$ cat src/rtl/alu_seq_pkg.sv
// Shared widths, opcodes, state encoding and command payload for the ALU
// command sequencer.
package alu_seq_pkg;

  localparam int unsigned OPERAND_W = 3;
  localparam int unsigned RESULT_W  = 5;
  localparam int unsigned SEL_W     = 2;
  localparam int unsigned ERR_CNT_W = 8;

  localparam logic [SEL_W-1:0] OP_ADD = 2'b00;
  localparam logic [SEL_W-1:0] OP_SUB = 2'b01;
  localparam logic [SEL_W-1:0] OP_MUL = 2'b10;
  localparam logic [SEL_W-1:0] OP_REM = 2'b11;

  typedef enum logic [1:0] {
    IDLE  = 2'd0,
    ISSUE = 2'd1,
    RESP  = 2'd2
  } state_e;

  typedef struct packed {
    logic [OPERAND_W-1:0] num1;
    logic [OPERAND_W-1:0] num2;
    logic [SEL_W-1:0]     sel;
  } cmd_t;

  // Saturating increment for the error counter
  function automatic logic [ERR_CNT_W-1:0] sat_inc(input logic [ERR_CNT_W-1:0] v);
    if (v == {ERR_CNT_W{1'b1}}) begin
      return v;
    end
    return v + ERR_CNT_W'(1);
  endfunction

endpackage

$ cat src/rtl/alu_cmd_fifo.sv
// Synchronous command FIFO. Pushes while full are dropped regardless of a
// same-cycle pop; flags and count are registered.
module alu_cmd_fifo
  import alu_seq_pkg::*;
#(
  parameter int unsigned DEPTH = 4
) (
  input  logic                     clk,
  input  logic                     rst,
  input  logic                     push_i,
  input  logic                     pop_i,
  input  cmd_t                     data_i,
  output cmd_t                     head_c_o,
  output logic                     full_o,
  output logic                     empty_o,
  output logic                     ready_o,
  output logic [$clog2(DEPTH):0]   count_o
);

  localparam int unsigned PTR_W = $clog2(DEPTH);
  localparam int unsigned CNT_W = PTR_W + 1;

  cmd_t             mem_q [DEPTH];
  logic [PTR_W-1:0] wr_ptr_q, wr_ptr_d;
  logic [PTR_W-1:0] rd_ptr_q, rd_ptr_d;
  logic [CNT_W-1:0] count_q, count_d;
  logic             full_q, full_d;
  logic             empty_q, empty_d;
  logic             ready_q, ready_d;
  logic             push_ok;
  logic             pop_ok;

  assign push_ok = push_i && !full_q;
  assign pop_ok  = pop_i && !empty_q;

  // Pointer, occupancy and flag update
  always_comb begin
    wr_ptr_d = wr_ptr_q;
    rd_ptr_d = rd_ptr_q;
    count_d  = count_q;
    if (push_ok) begin
      wr_ptr_d = wr_ptr_q + PTR_W'(1);
    end
    if (pop_ok) begin
      rd_ptr_d = rd_ptr_q + PTR_W'(1);
    end
    case ({push_ok, pop_ok})
      2'b10:   count_d = count_q + CNT_W'(1);
      2'b01:   count_d = count_q - CNT_W'(1);
      default: count_d = count_q;
    endcase
    full_d  = (count_d == CNT_W'(DEPTH));
    empty_d = (count_d == '0);
    ready_d = !full_d;
  end

  // Control state registers
  always_ff @(posedge clk) begin
    if (rst) begin
      wr_ptr_q <= '0;
      rd_ptr_q <= '0;
      count_q  <= '0;
      full_q   <= 1'b0;
      empty_q  <= 1'b1;
      ready_q  <= 1'b1;
    end else begin
      wr_ptr_q <= wr_ptr_d;
      rd_ptr_q <= rd_ptr_d;
      count_q  <= count_d;
      full_q   <= full_d;
      empty_q  <= empty_d;
      ready_q  <= ready_d;
    end
  end

  // Storage array; contents are don't-care until written
  always_ff @(posedge clk) begin
    if (push_ok) begin
      mem_q[wr_ptr_q] <= data_i;
    end
  end

  assign head_c_o = mem_q[rd_ptr_q];
  assign full_o   = full_q;
  assign empty_o  = empty_q;
  assign ready_o  = ready_q;
  assign count_o  = count_q;

endmodule

$ cat src/rtl/alu_cmd_sequencer.sv
// ALU command sequencer: buffers commands, issues them to a combinational
// ALU through registered operands, and returns captured results on a
// valid/ready response stream.
// Optional build macro ALU_SEQ_ERR_CNT_EN adds an 8-bit saturating
// divide-by-zero counter on output err_count.
module alu_cmd_sequencer #(
  parameter int unsigned DEPTH     = 4,
  parameter int unsigned OPERAND_W = alu_seq_pkg::OPERAND_W,
  parameter int unsigned RESULT_W  = alu_seq_pkg::RESULT_W
) (
  input  logic                 clk,
  input  logic                 rst,
  input  logic                 cmd_valid,
  output logic                 cmd_ready,
  input  logic [OPERAND_W-1:0] cmd_num1,
  input  logic [OPERAND_W-1:0] cmd_num2,
  input  logic [1:0]           cmd_sel,
  output logic [OPERAND_W-1:0] alu_num1,
  output logic [OPERAND_W-1:0] alu_num2,
  output logic [1:0]           alu_sel,
  input  logic [RESULT_W-1:0]  alu_result,
  input  logic                 alu_zero_flag,
  input  logic                 alu_div_by_zero,
  output logic                 rsp_valid,
  input  logic                 rsp_ready,
  output logic [RESULT_W-1:0]  rsp_result,
  output logic                 rsp_zero,
  output logic                 rsp_div_by_zero,
  output logic                 busy
`ifdef ALU_SEQ_ERR_CNT_EN
  ,
  output logic [7:0]           err_count
`endif
);

  import alu_seq_pkg::*;

  localparam int unsigned CNT_W = $clog2(DEPTH) + 1;

  state_e               state_q, state_d;
  logic [OPERAND_W-1:0] alu_num1_q, alu_num1_d;
  logic [OPERAND_W-1:0] alu_num2_q, alu_num2_d;
  logic [1:0]           alu_sel_q, alu_sel_d;
  logic                 rsp_valid_q, rsp_valid_d;
  logic [RESULT_W-1:0]  rsp_result_q, rsp_result_d;
  logic                 rsp_zero_q, rsp_zero_d;
  logic                 rsp_dbz_q, rsp_dbz_d;
  logic                 busy_q, busy_d;

  cmd_t                 fifo_wdata;
  cmd_t                 fifo_head;
  logic                 fifo_push;
  logic                 fifo_pop;
  logic                 fifo_full;
  logic                 fifo_empty;
  logic                 fifo_ready;
  logic [CNT_W-1:0]     fifo_count;

  assign fifo_wdata.num1 = cmd_num1;
  assign fifo_wdata.num2 = cmd_num2;
  assign fifo_wdata.sel  = cmd_sel;
  assign fifo_push       = cmd_valid && !fifo_full;

  alu_cmd_fifo #(
    .DEPTH (DEPTH)
  ) u_fifo (
    .clk      (clk),
    .rst      (rst),
    .push_i   (fifo_push),
    .pop_i    (fifo_pop),
    .data_i   (fifo_wdata),
    .head_c_o (fifo_head),
    .full_o   (fifo_full),
    .empty_o  (fifo_empty),
    .ready_o  (fifo_ready),
    .count_o  (fifo_count)
  );

  // Next-state, issue and response capture
  always_comb begin
    state_d      = state_q;
    fifo_pop     = 1'b0;
    alu_num1_d   = alu_num1_q;
    alu_num2_d   = alu_num2_q;
    alu_sel_d    = alu_sel_q;
    rsp_valid_d  = rsp_valid_q;
    rsp_result_d = rsp_result_q;
    rsp_zero_d   = rsp_zero_q;
    rsp_dbz_d    = rsp_dbz_q;
    case (state_q)
      IDLE: begin
        if (!fifo_empty) begin
          fifo_pop   = 1'b1;
          alu_num1_d = fifo_head.num1;
          alu_num2_d = fifo_head.num2;
          alu_sel_d  = fifo_head.sel;
          state_d    = ISSUE;
        end
      end
      ISSUE: begin
        rsp_result_d = alu_result;
        rsp_zero_d   = alu_zero_flag;
        rsp_dbz_d    = alu_div_by_zero;
        rsp_valid_d  = 1'b1;
        state_d      = RESP;
      end
      RESP: begin
        if (rsp_ready) begin
          rsp_valid_d = 1'b0;
          state_d     = IDLE;
        end
      end
      default: begin
        state_d = IDLE;
      end
    endcase
    // Registered view of "active or work pending" after this edge
    busy_d = (state_d != IDLE) || fifo_push || (fifo_count > CNT_W'(fifo_pop));
  end

  // State, ALU operand and response registers
  always_ff @(posedge clk) begin
    if (rst) begin
      state_q      <= IDLE;
      alu_num1_q   <= '0;
      alu_num2_q   <= '0;
      alu_sel_q    <= '0;
      rsp_valid_q  <= 1'b0;
      rsp_result_q <= '0;
      rsp_zero_q   <= 1'b0;
      rsp_dbz_q    <= 1'b0;
      busy_q       <= 1'b0;
    end else begin
      state_q      <= state_d;
      alu_num1_q   <= alu_num1_d;
      alu_num2_q   <= alu_num2_d;
      alu_sel_q    <= alu_sel_d;
      rsp_valid_q  <= rsp_valid_d;
      rsp_result_q <= rsp_result_d;
      rsp_zero_q   <= rsp_zero_d;
      rsp_dbz_q    <= rsp_dbz_d;
      busy_q       <= busy_d;
    end
  end

`ifdef ALU_SEQ_ERR_CNT_EN
  logic [ERR_CNT_W-1:0] err_cnt_q, err_cnt_d;

  // Count divide-by-zero results at the capture edge, saturating
  always_comb begin
    err_cnt_d = err_cnt_q;
    if ((state_q == ISSUE) && alu_div_by_zero) begin
      err_cnt_d = sat_inc(err_cnt_q);
    end
  end

  // Error counter register
  always_ff @(posedge clk) begin
    if (rst) begin
      err_cnt_q <= '0;
    end else begin
      err_cnt_q <= err_cnt_d;
    end
  end

  assign err_count = err_cnt_q;
`endif

  assign cmd_ready       = fifo_ready;
  assign alu_num1        = alu_num1_q;
  assign alu_num2        = alu_num2_q;
  assign alu_sel         = alu_sel_q;
  assign rsp_valid       = rsp_valid_q;
  assign rsp_result      = rsp_result_q;
  assign rsp_zero        = rsp_zero_q;
  assign rsp_div_by_zero = rsp_dbz_q;
  assign busy            = busy_q;

endmodule

$ cat config.mk
export PLATFORM = sky130hd
export DESIGN_NAME = alu_cmd_sequencer
export DESIGN_NICKNAME = d
export VERILOG_FILES = /design/src/rtl/alu_seq_pkg.sv /design/src/rtl/alu_cmd_fifo.sv /design/src/rtl/alu_cmd_sequencer.sv
export SDC_FILE = /design/constraint.sdc
export NUM_CORES = 1
export LEC_CHECK = 0
export BUFFER_PORTS_ARGS = -buffer_cell sky130_fd_sc_hd__buf_2
export CELL_PAD_IN_SITES_DETAIL_PLACEMENT = 0
export CELL_PAD_IN_SITES_GLOBAL_PLACEMENT = 1
export CORE_UTILIZATION = 50
export CTS_BUF_LIST = sky130_fd_sc_hd__clkbuf_2
export DETAILED_ROUTE_END_ITERATION = 8
export PLACE_DENSITY = 0.86
export RECOVER_POWER = 100
export SYNTH_ARGS = -nofsm -noshare
export SYNTH_HDL_FRONTEND = slang
export SYNTH_SLANG_ARGS = --single-unit
$ cat constraint.sdc
create_clock -name clk -period 5.6 [get_ports clk]
set_input_delay 0.84 -clock clk [delete_from_list [all_inputs] [get_ports clk]]
set_output_delay 0.84 -clock clk [all_outputs]
set_load 0.01 [all_outputs]
Yosys cells after proc, flatten, opt, wreduce, memory -nomap -nowiden. Memory sizes are Yosys's and may differ from the RTL's. A register that Yosys moved wholly into a read port is not among the register bits. Index checks and enable logic that the tools add are counted.

Bitwise gates (word level): 1. Magnitude comparators: 1. Multiplexer cells: 10. Eq/ne operators: 6. Reductions and logical operators: 14. Add/sub/neg operators: 4.

Operators by type and width (count): $pmux W2 S3 (1); $pmux W3 S2 (1); $mux W1 (5); $add A2 B1 Y2 const B (2); $eq A2 B1 Y1 const B (2); $eq A2 B2 Y1 const B (2); $mux W2 (2); $reduce_and A2 Y1 (2); $reduce_bool A2 Y1 (2); $add A3 B1 Y3 const B (1); $eq A3 B3 Y1 const B (1); $gt A3 B1 Y1 (1); $logic_and A1 B1 Y1 (3); $logic_not A1 Y1 (3); $logic_not A3 Y1 (1); $sub A3 B1 Y3 const B (1); $logic_not A2 Y1 (1); $logic_or A1 B1 Y1 (2); $ne A2 B2 Y1 const B (1); $pmux W1 S2 (1); $not A1 Y1 (1).

Bits in registers: 21. Output and inout bits: 18. Bits in writable memories: 32. Memories kept: 1. Word-level logic and storage cells: 49. Bits of input ports: 19.

Memories: u_fifo.mem_q (depth 4, width 8, rd ports 1, clocked after Yosys merged registers in 1, write ports 1, RTL line alu_cmd_fifo.sv:23) `cmd_t mem_q [DEPTH];`.

Logic depth before layout (Yosys ltp). Gate-level depths: netlist (run 1).

Depth in word-level cells: 7. Gate-level depth with buffers: 10. Depth with buffers taken out: 8.

By module. Synthesis (run 1) repeated with hierarchy kept, for this count alone.

Cells, all modules: 187. Area total of the unflattened synthesis: 2466.1 µm².

Modules (own cells, without submodules): alu_cmd_fifo (sequential area each 1201.2 µm², instances 1, area each 1714.1 µm², cells each 99); alu_cmd_sequencer (sequential area each 380.4 µm², instances 1, area each 752.0 µm², cells each 88).

Worst setup path before layout (run 1). No wires, ideal clock.

Path type: in2reg. Start point: in cmd_valid. End point: reg u_fifo.ready_q (netlist: u_fifo.ready_o). Setup time: 0.122 ns. Data required time: 5.478 ns. Cell stages on the path: 9. Arrival: 2.574 ns. Path buffers: 1. Slack: 2.904 ns. Cell sequence: nor2b_1 clkbuf_1 inv_1 ha_1 inv_1 fa_1 xor2_1 or3_1 a221o_1.

Word-level cells in the longest chain between the ends: 6. Elaborated cells on any way between the ends: 7. Those cells by class: 3 x eq/ne; 1 x mux; 3 x reduce/logical.

RTL lines: from (decl) (RTL line alu_cmd_sequencer.sv:13) `input logic cmd_valid,`; $logic_and A1 B1 Y1 (*) (RTL line alu_cmd_sequencer.sv:62) `assign fifo_push = cmd_valid && !fifo_full;`; $logic_and A1 B1 Y1 (*) (RTL line alu_cmd_fifo.sv:33) `assign push_ok = push_i && !full_q;`; $eq A2 B1 Y1 or $eq A2 B2 Y1 (tied branches) (RTL line alu_cmd_fifo.sv:47) `case ({push_ok, pop_ok})`; $pmux W3 S2 (*) (RTL line alu_cmd_fifo.sv:47); $eq A3 B3 Y1 (*) (RTL line alu_cmd_fifo.sv:52) `full_d = (count_d == CNT_W'(DEPTH));`; $logic_not A1 Y1 (*) (RTL line alu_cmd_fifo.sv:54) `ready_d = !full_d;`; to (signal assigned) (RTL line alu_cmd_fifo.sv:72) `ready_q <= ready_d;`; to (decl) (RTL line alu_cmd_fifo.sv:29) `logic ready_q, ready_d;`.

Mark *: on every way between the ends. The rest lies on a longest branch, timed or not. A chain may end at the register's enable or synchronous reset.

Final worst setup path (run 1).
Start point: reg state_q[1]. End point: reg u_fifo.ready_q (netlist: u_fifo.ready_o).

Word-level cells in the longest chain between the ends: 7. Elaborated cells on any way between the ends: 8. Those cells by class: 3 x eq/ne; 2 x mux; 3 x reduce/logical.

RTL lines: from (decl) (RTL line alu_cmd_sequencer.sv:40) `state_e state_q, state_d;`; from (signal assigned) (RTL line alu_cmd_sequencer.sv:134) `state_q <= state_d;`; $logic_not A2 Y1 (*) (RTL line alu_cmd_sequencer.sv:90) `case (state_q)`; $mux W1 (*) (RTL line alu_cmd_sequencer.sv:90); $logic_and A1 B1 Y1 (*) (RTL line alu_cmd_fifo.sv:34) `assign pop_ok = pop_i && !empty_q;`; $eq A2 B1 Y1 or $eq A2 B2 Y1 (tied branches) (RTL line alu_cmd_fifo.sv:47); $pmux W3 S2 (*) (RTL line alu_cmd_fifo.sv:47); $eq A3 B3 Y1 (*) (RTL line alu_cmd_fifo.sv:52); $logic_not A1 Y1 (*) (RTL line alu_cmd_fifo.sv:54).

Marked as above.

==> results of run 1 <==
## worst paths after layout
kind,endpoint,start,cells past startpoint
hold / removal,rsp_result[2],rsp_result[2],2
setup reg to reg,u_fifo.ready_o,state_q[1],8
hold reg to reg,rsp_result[2],rsp_result[2],2
setup / recovery,u_fifo.ready_o,state_q[1],8
## cells in the final DEF (no fill, tap or decap), drive strengths merged, types with 4 or more instances in the layout
| cell type | n |
|---|---|
| buf | 10 |
| ha | 6 |
| dfxtp | 29 |
| and2 | 4 |
| inv | 9 |
| nor2 | 9 |
| clkbuf | 37 |
| a21oi | 17 |
| edfxtp | 32 |
| mux4 | 8 |
| nand2 | 31 |
## per-stage QoR
step	total power, W	utilization	instance area, sq um	setup WS [ns]	hold WS (ns)
2_1_floorplan	0.000830	-	2330	2.90	0.481
3_3_place_gp	0.000898	0.575	2540	2.84	0.440
3_5_place_dp	0.000919	0.575	2540	2.68	0.452
4_1_cts	0.00122	0.605	2670	2.93	0.471
5_1_grt	0.00128	0.597	2640	2.78	0.493
6_report	0.00120	0.597	2640	2.96	0.471
## sequential cells by signal, indices dropped and copies added, names as in the netlist
signal and flops:
u_fifo.mem_q 32, rsp_result 5, alu_num1 3, alu_num2 3
u_fifo.count_o 3, alu_sel 2, state_q 2, u_fifo.rd_ptr_q 2
u_fifo.wr_ptr_q 2, busy 1, rsp_div_by_zero 1, rsp_valid 1
rsp_zero 1, u_fifo.empty_o 1, u_fifo.full_o 1, u_fifo.ready_o 1
## metal layers
layer,vias up,GRT usage,share of wire
met2,40,0.308,0.50
li1,712,-,-
met5,-,0,0
met3,10,0.0476,0.050
met4,0,0.116,0.022
met1,653,0.217,0.43
## layout make-up
cell class | instances | area, sq um
well taps | 52 | 65.1
repair buffers | 36 | 148
multi-input cells | 101 | 718
inverters | 9 | 33.8
clock inverters | 5 | 75.1
clock buffers | 11 | 55.1
fillers | 345 | 1780
flip-flops and latches | 61 | 1540
## logic make-up after synthesis
group | after synthesis | synth area share
DFF | 61 | 0.662
and+or+nand+nor | 56 | 0.110
AOI/OAI and AO/OA | 25 | 0.0607
buffers and inverters | 18 | 0.0301
muxes | 9 | 0.0816
adders and majority gates | 7 | 0.0408
xor gates and xnor gates | 4 | 0.0150
## worst max-delay path, cell delays in order, from the launching register on
cell	delay, ns
dfxtp_1	0.37
or3_1	0.57
inv_1	0.13
ha_1	0.18
inv_1	0.06
fa_1	0.38
xor2_1	0.16
or3_1	0.37
a221o_1	0.33
## power by group
| group | internal, W | switching [W] |
|---|---|---|
| clock network | 0.000150 | 0.000150 |
| registers | 0.000548 | 0.0000499 |
| logic | 0.000129 | 0.000171 |
| total | 0.000827 | 0.000371 |
==> results_dict.tcl, run 1 <==
set metrics [dict create \
    status "finished clean" \
    yosysUniqueCellTypes 29 \
    ir_drop_v 0.000236 \
    routabilityCongestion 0.723 \
    timing.critical_path.arrival_ns 3.00 \
    yosys-top-cells-count "edfxtp_1 (32), nand2_1 (31), dfxtp_1 (29)" \
    area_growth_pct 13.2 \
    cts_root_buf "clkbuf_2" \
    vias_per_cell 5.15 \
    ys_ff_latch 61 \
    synth.area.top_cells "edfxtp_1 (41%), dfxtp_1 (25%), mux4_2 (7.7%)" \
    worstSkewPairLatency_ns 0.46 \
    die_y_microns 70.3 \
    vias 1415 \
    cts_hold_buf 0 \
    grt_max_degree 30 \
    worst_pin_slew_ns 0.653 \
    start_util 0.528 \
    clk_pin_slew_worst_paths_ns 0.15 \
    slew_viol_final 0 \
    place.detailed.hpwl_microns 2790 \
    cts_tree "done" \
    dieArea_sq_um 4940 \
    hold_path_class "flip-flop to flip-flop" \
    grt_pass1_vias 1465 \
    io_buffer_count 36 \
    worstPathMaxFanout 14 \
    grt_use_total 0.187 \
    synth-seq-area-share 0.662 \
    cellLeakagePower_nw 0.944 \
    synth_edf_count 32 \
    post-cts-setup-buffers 0 \
    tns_ns 0 \
    grt_pass1_wl_microns 6690 \
    worstSetupPathType "flip-flop to flip-flop" \
    finalCritPeriodShare 0.471 \
    synth_top_area_frac 0.412 \
    async_flop_share 0 \
    dr.pass1.iters 4 \
    synth.largest_area_cell "edfxtp_1" \
    crit_required_ns 5.96 \
    wl_microns 4040 \
    startpoint_type "flip-flop" \
    nets 244 \
    relSlewSlack 0.564 \
    wl_per_cell_microns 14.7 \
    synth_most_common_cell "edfxtp_1" \
    antenna_found_initial 0 \
    cts_made_buffers 9 \
    grt-ovfl-total 0 \
    yosysWarningCount 0 \
    fmax_mhz 379 \
    fin_skew_ns 0.0137 \
    rsz0062_at_grt "false" \
    synth_ff_type "edfxtp_1" \
    synth_area_sq_um 2330 \
    route.detailed.drc 0 \
    place_inst 259 \
    cts_sinks 61 \
    r2r_slack_ns 2.96 \
    first_iter_violations 75 \
    die_w_microns 70.3 \
    core_area_sq_um 4410 \
    ant_nets 0 \
    avgSynthCellArea_sq_um 12.9 \
    drive_gt1_frac 0.161 \
    finalCriticalPeriod_ns 2.64 \
    rows 24 \
    finalNonFillerCells 275 \
    syn_inst 180 \
    n_antenna_cell 0 \
    setup_viol 0 \
    end_kind "flip-flop" \
    htreeDepth 3 \
    clockBufferDepth 2 \
    final-hold-violation-count 0 \
    cts_resized 0 \
    drv_cap 0 \
    power_density_nw_per_um2 455 \
    io_pins 37 \
    syn_nets 206 \
]
Note: power is estimated with default switching activity, not from simulation.
==> inputs of run 2 (changes only) <==
- CORE_UTILIZATION: 50 -> 42
- PLACE_DENSITY: 0.86 -> 0.77
- clock period: 5.6 -> 2.2 ns (I/O delays scaled with it)
==> run 2 against run 1 <==
  * The run now ends with negative setup slack left
  * Wire length barely moved
  * Combinational power grew to 2.8 times the previous value
  * Setup slack got worse by 3.0 ns
  * Count of clock-buffer cells in the layout is 1 lower
  * Power increased to 2.6 times the previous value
  * Core utilization decreased by 6.7 points
  * Hold slack lost 0.41 ns
  * Sequential cell count unchanged
  * Die area grew 18%
==> results_dict.tcl, run 2 (synthesized netlist as in run 1, its figures left out) <==
set metrics [dict create \
    finalCritPeriodShare 1.02 \
    crit_required_ns 2.58 \
    worstSkewPairLatency_ns 0.49 \
    startpoint "state_q[1]" \
    grt_pass1_wl_microns 6730 \
    first_iter_violations 50 \
    finalNonFillerCells 303 \
    cellLeakagePower_nw 0.973 \
    grt_use_total 0.157 \
    layout_common_cells "edfxtp_1 (32), nand2_1 (31), clkbuf_1 (28), dfxtp_1 (27), a21oi_1 (17)" \
    multi_input_area_sq_um 743 \
    finalCriticalPeriod_ns 2.24 \
    core_area_sq_um 5240 \
    final_common_cell "edfxtp_1" \
    status "finished with violations" \
    rsz0062_at_grt "true" \
    nets 254 \
    wl_per_cell_microns 13.3 \
    vias 1411 \
    rr_startpoint "state_q[1]" \
    power_density_nw_per_um2 1140 \
    clk_pin_slew_worst_paths_ns 0.17 \
    grt_util_met3 0.0802 \
    n_antenna_cell 0 \
    drive_gt1_frac 0.197 \
    start_util 0.445 \
    place_inst 282 \
    worstPathMaxFanout 4 \
    wl_microns 4040 \
    grt_max_degree 30 \
    routabilityCongestion 0.693 \
    ant_nets 0 \
    crit_path_max_incr_delay_ns 0.40 \
    total_power_w 0.00316 \
    cts_made_buffers 9 \
    largest_reg_flops 32 \
    worstSetupPathType "flip-flop to flip-flop" \
    fin_skew_ns 0.0228 \
    hold_slack_ns 0.0595 \
    seq_area_sq_um 1540 \
    cp_common_cell "or3_4" \
    cts_tree "done" \
    place.detailed.hpwl_microns 2640 \
    area_growth_pct 19.2 \
    violations "negative setup slack" \
    cts_root_buf "clkbuf_2" \
    tns_ns -0.0407 \
    cpMaxStageDelayCell "or3_4" \
    dieArea_sq_um 5850 \
    nFillCells 481 \
    route.detailed.drc 0 \
    dr.pass1.iters 4 \
    io_buffer_count 36 \
    antenna_found_initial 0 \
    clockBufferDepth 2 \
    drv_cap 0 \
    worst_pin_slew_ns 0.618 \
    relSlewSlack 0.588 \
    timing.critical_path.arrival_ns 2.62 \
    grt-ovfl-total 0 \
    ir_drop_v 0.000483 \
    final-hold-violation-count 0 \
    fmax_mhz 446 \
    setup_viol 1 \
    slew_viol_final 0 \
    setup_slack_ns -0.0407 \
    io_pins 37 \
    grt_use_met1 0.188 \
    rows 26 \
    end_kind "flip-flop" \
    cp_cell_sequence "or3_4 > inv_4 > ha_4 > inv_2 > fa_2 > xor2_1 > or3_4 > a221o_1" \
    cts_sinks 61 \
    grt.busiest_layer "met2" \
    grt_pass1_vias 1427 \
    grt_use_met2 0.245 \
    min-delay-start "alu_result[4]" \
    dp_slack_ns -0.0656 \
    vias_per_cell 4.66 \
    startpoint_type "flip-flop" \
    htreeDepth 3 \
    regMostFlops "u_fifo.mem_q" \
    die_y_microns 76.5 \
    hold_path_class "input port to flip-flop" \
    die_w_microns 76.5 \
]
-- run 2: path summary, 6_finish.rpt --
| kind | to | slack [ns] | cells past startpoint |
|---|---|---|---|
| min | rsp_result[4] | 0.06 | 3 |
| max | u_fifo.ready_o | -0.04 | 8 |
| max reg2reg | u_fifo.ready_o | -0.04 | 8 |
| min reg2reg | rsp_result[3] | 0.47 | 2 |
-- run 2: repair_timing --
action,4_1_cts,5_1_grt
setup buffers,0,0
hold buffers,0,5
endpoints found under the setup margin,3,3
pin swaps,0,6
resized for setup,1,1
gates cloned,0,0
endpoints found under the hold margin,0,19
-- run 2: worst max-delay path: cells and delay by family, from the launching register on --
family,cells,cell delay (ns)
compound gates,1,0.32
xor+xnor,1,0.15
fa+ha+maj,2,0.44
buf+inv,2,0.10
flops,1,0.35
simple gates,2,0.80
-- run 2: power breakdown --
group          switching (W)  internal [W]
Sequential          0.000123       0.00140
Clock               0.000407      0.000378
Combinational       0.000456      0.000394
-- run 2: area by class of cell --
class / instances / share of cell area
well taps: 70 / 0.0315
clock inverters: 6 / 0.0315
flip-flops and latches: 61 / 0.556
clock buffers: 10 / 0.0180
inverters: 9 / 0.0131
multi-input cells: 101 / 0.268
repair buffers: 46 / 0.0820
-- run 2: routing by layer --
layer	up-vias	wire length, microns
met4	0	56
met2	39	1850
met1	635	1880
met5	-	0
li1	731	-
met3	6	260
-- run 2: per-stage QoR --
step	utilization	instance area [sq um]
5_1_grt	0.530	2780
2_1_floorplan	-	2360
3_3_place_gp	0.501	2620
3_5_place_dp	0.501	2620
4_1_cts	0.528	2770
6_report	0.530	2780
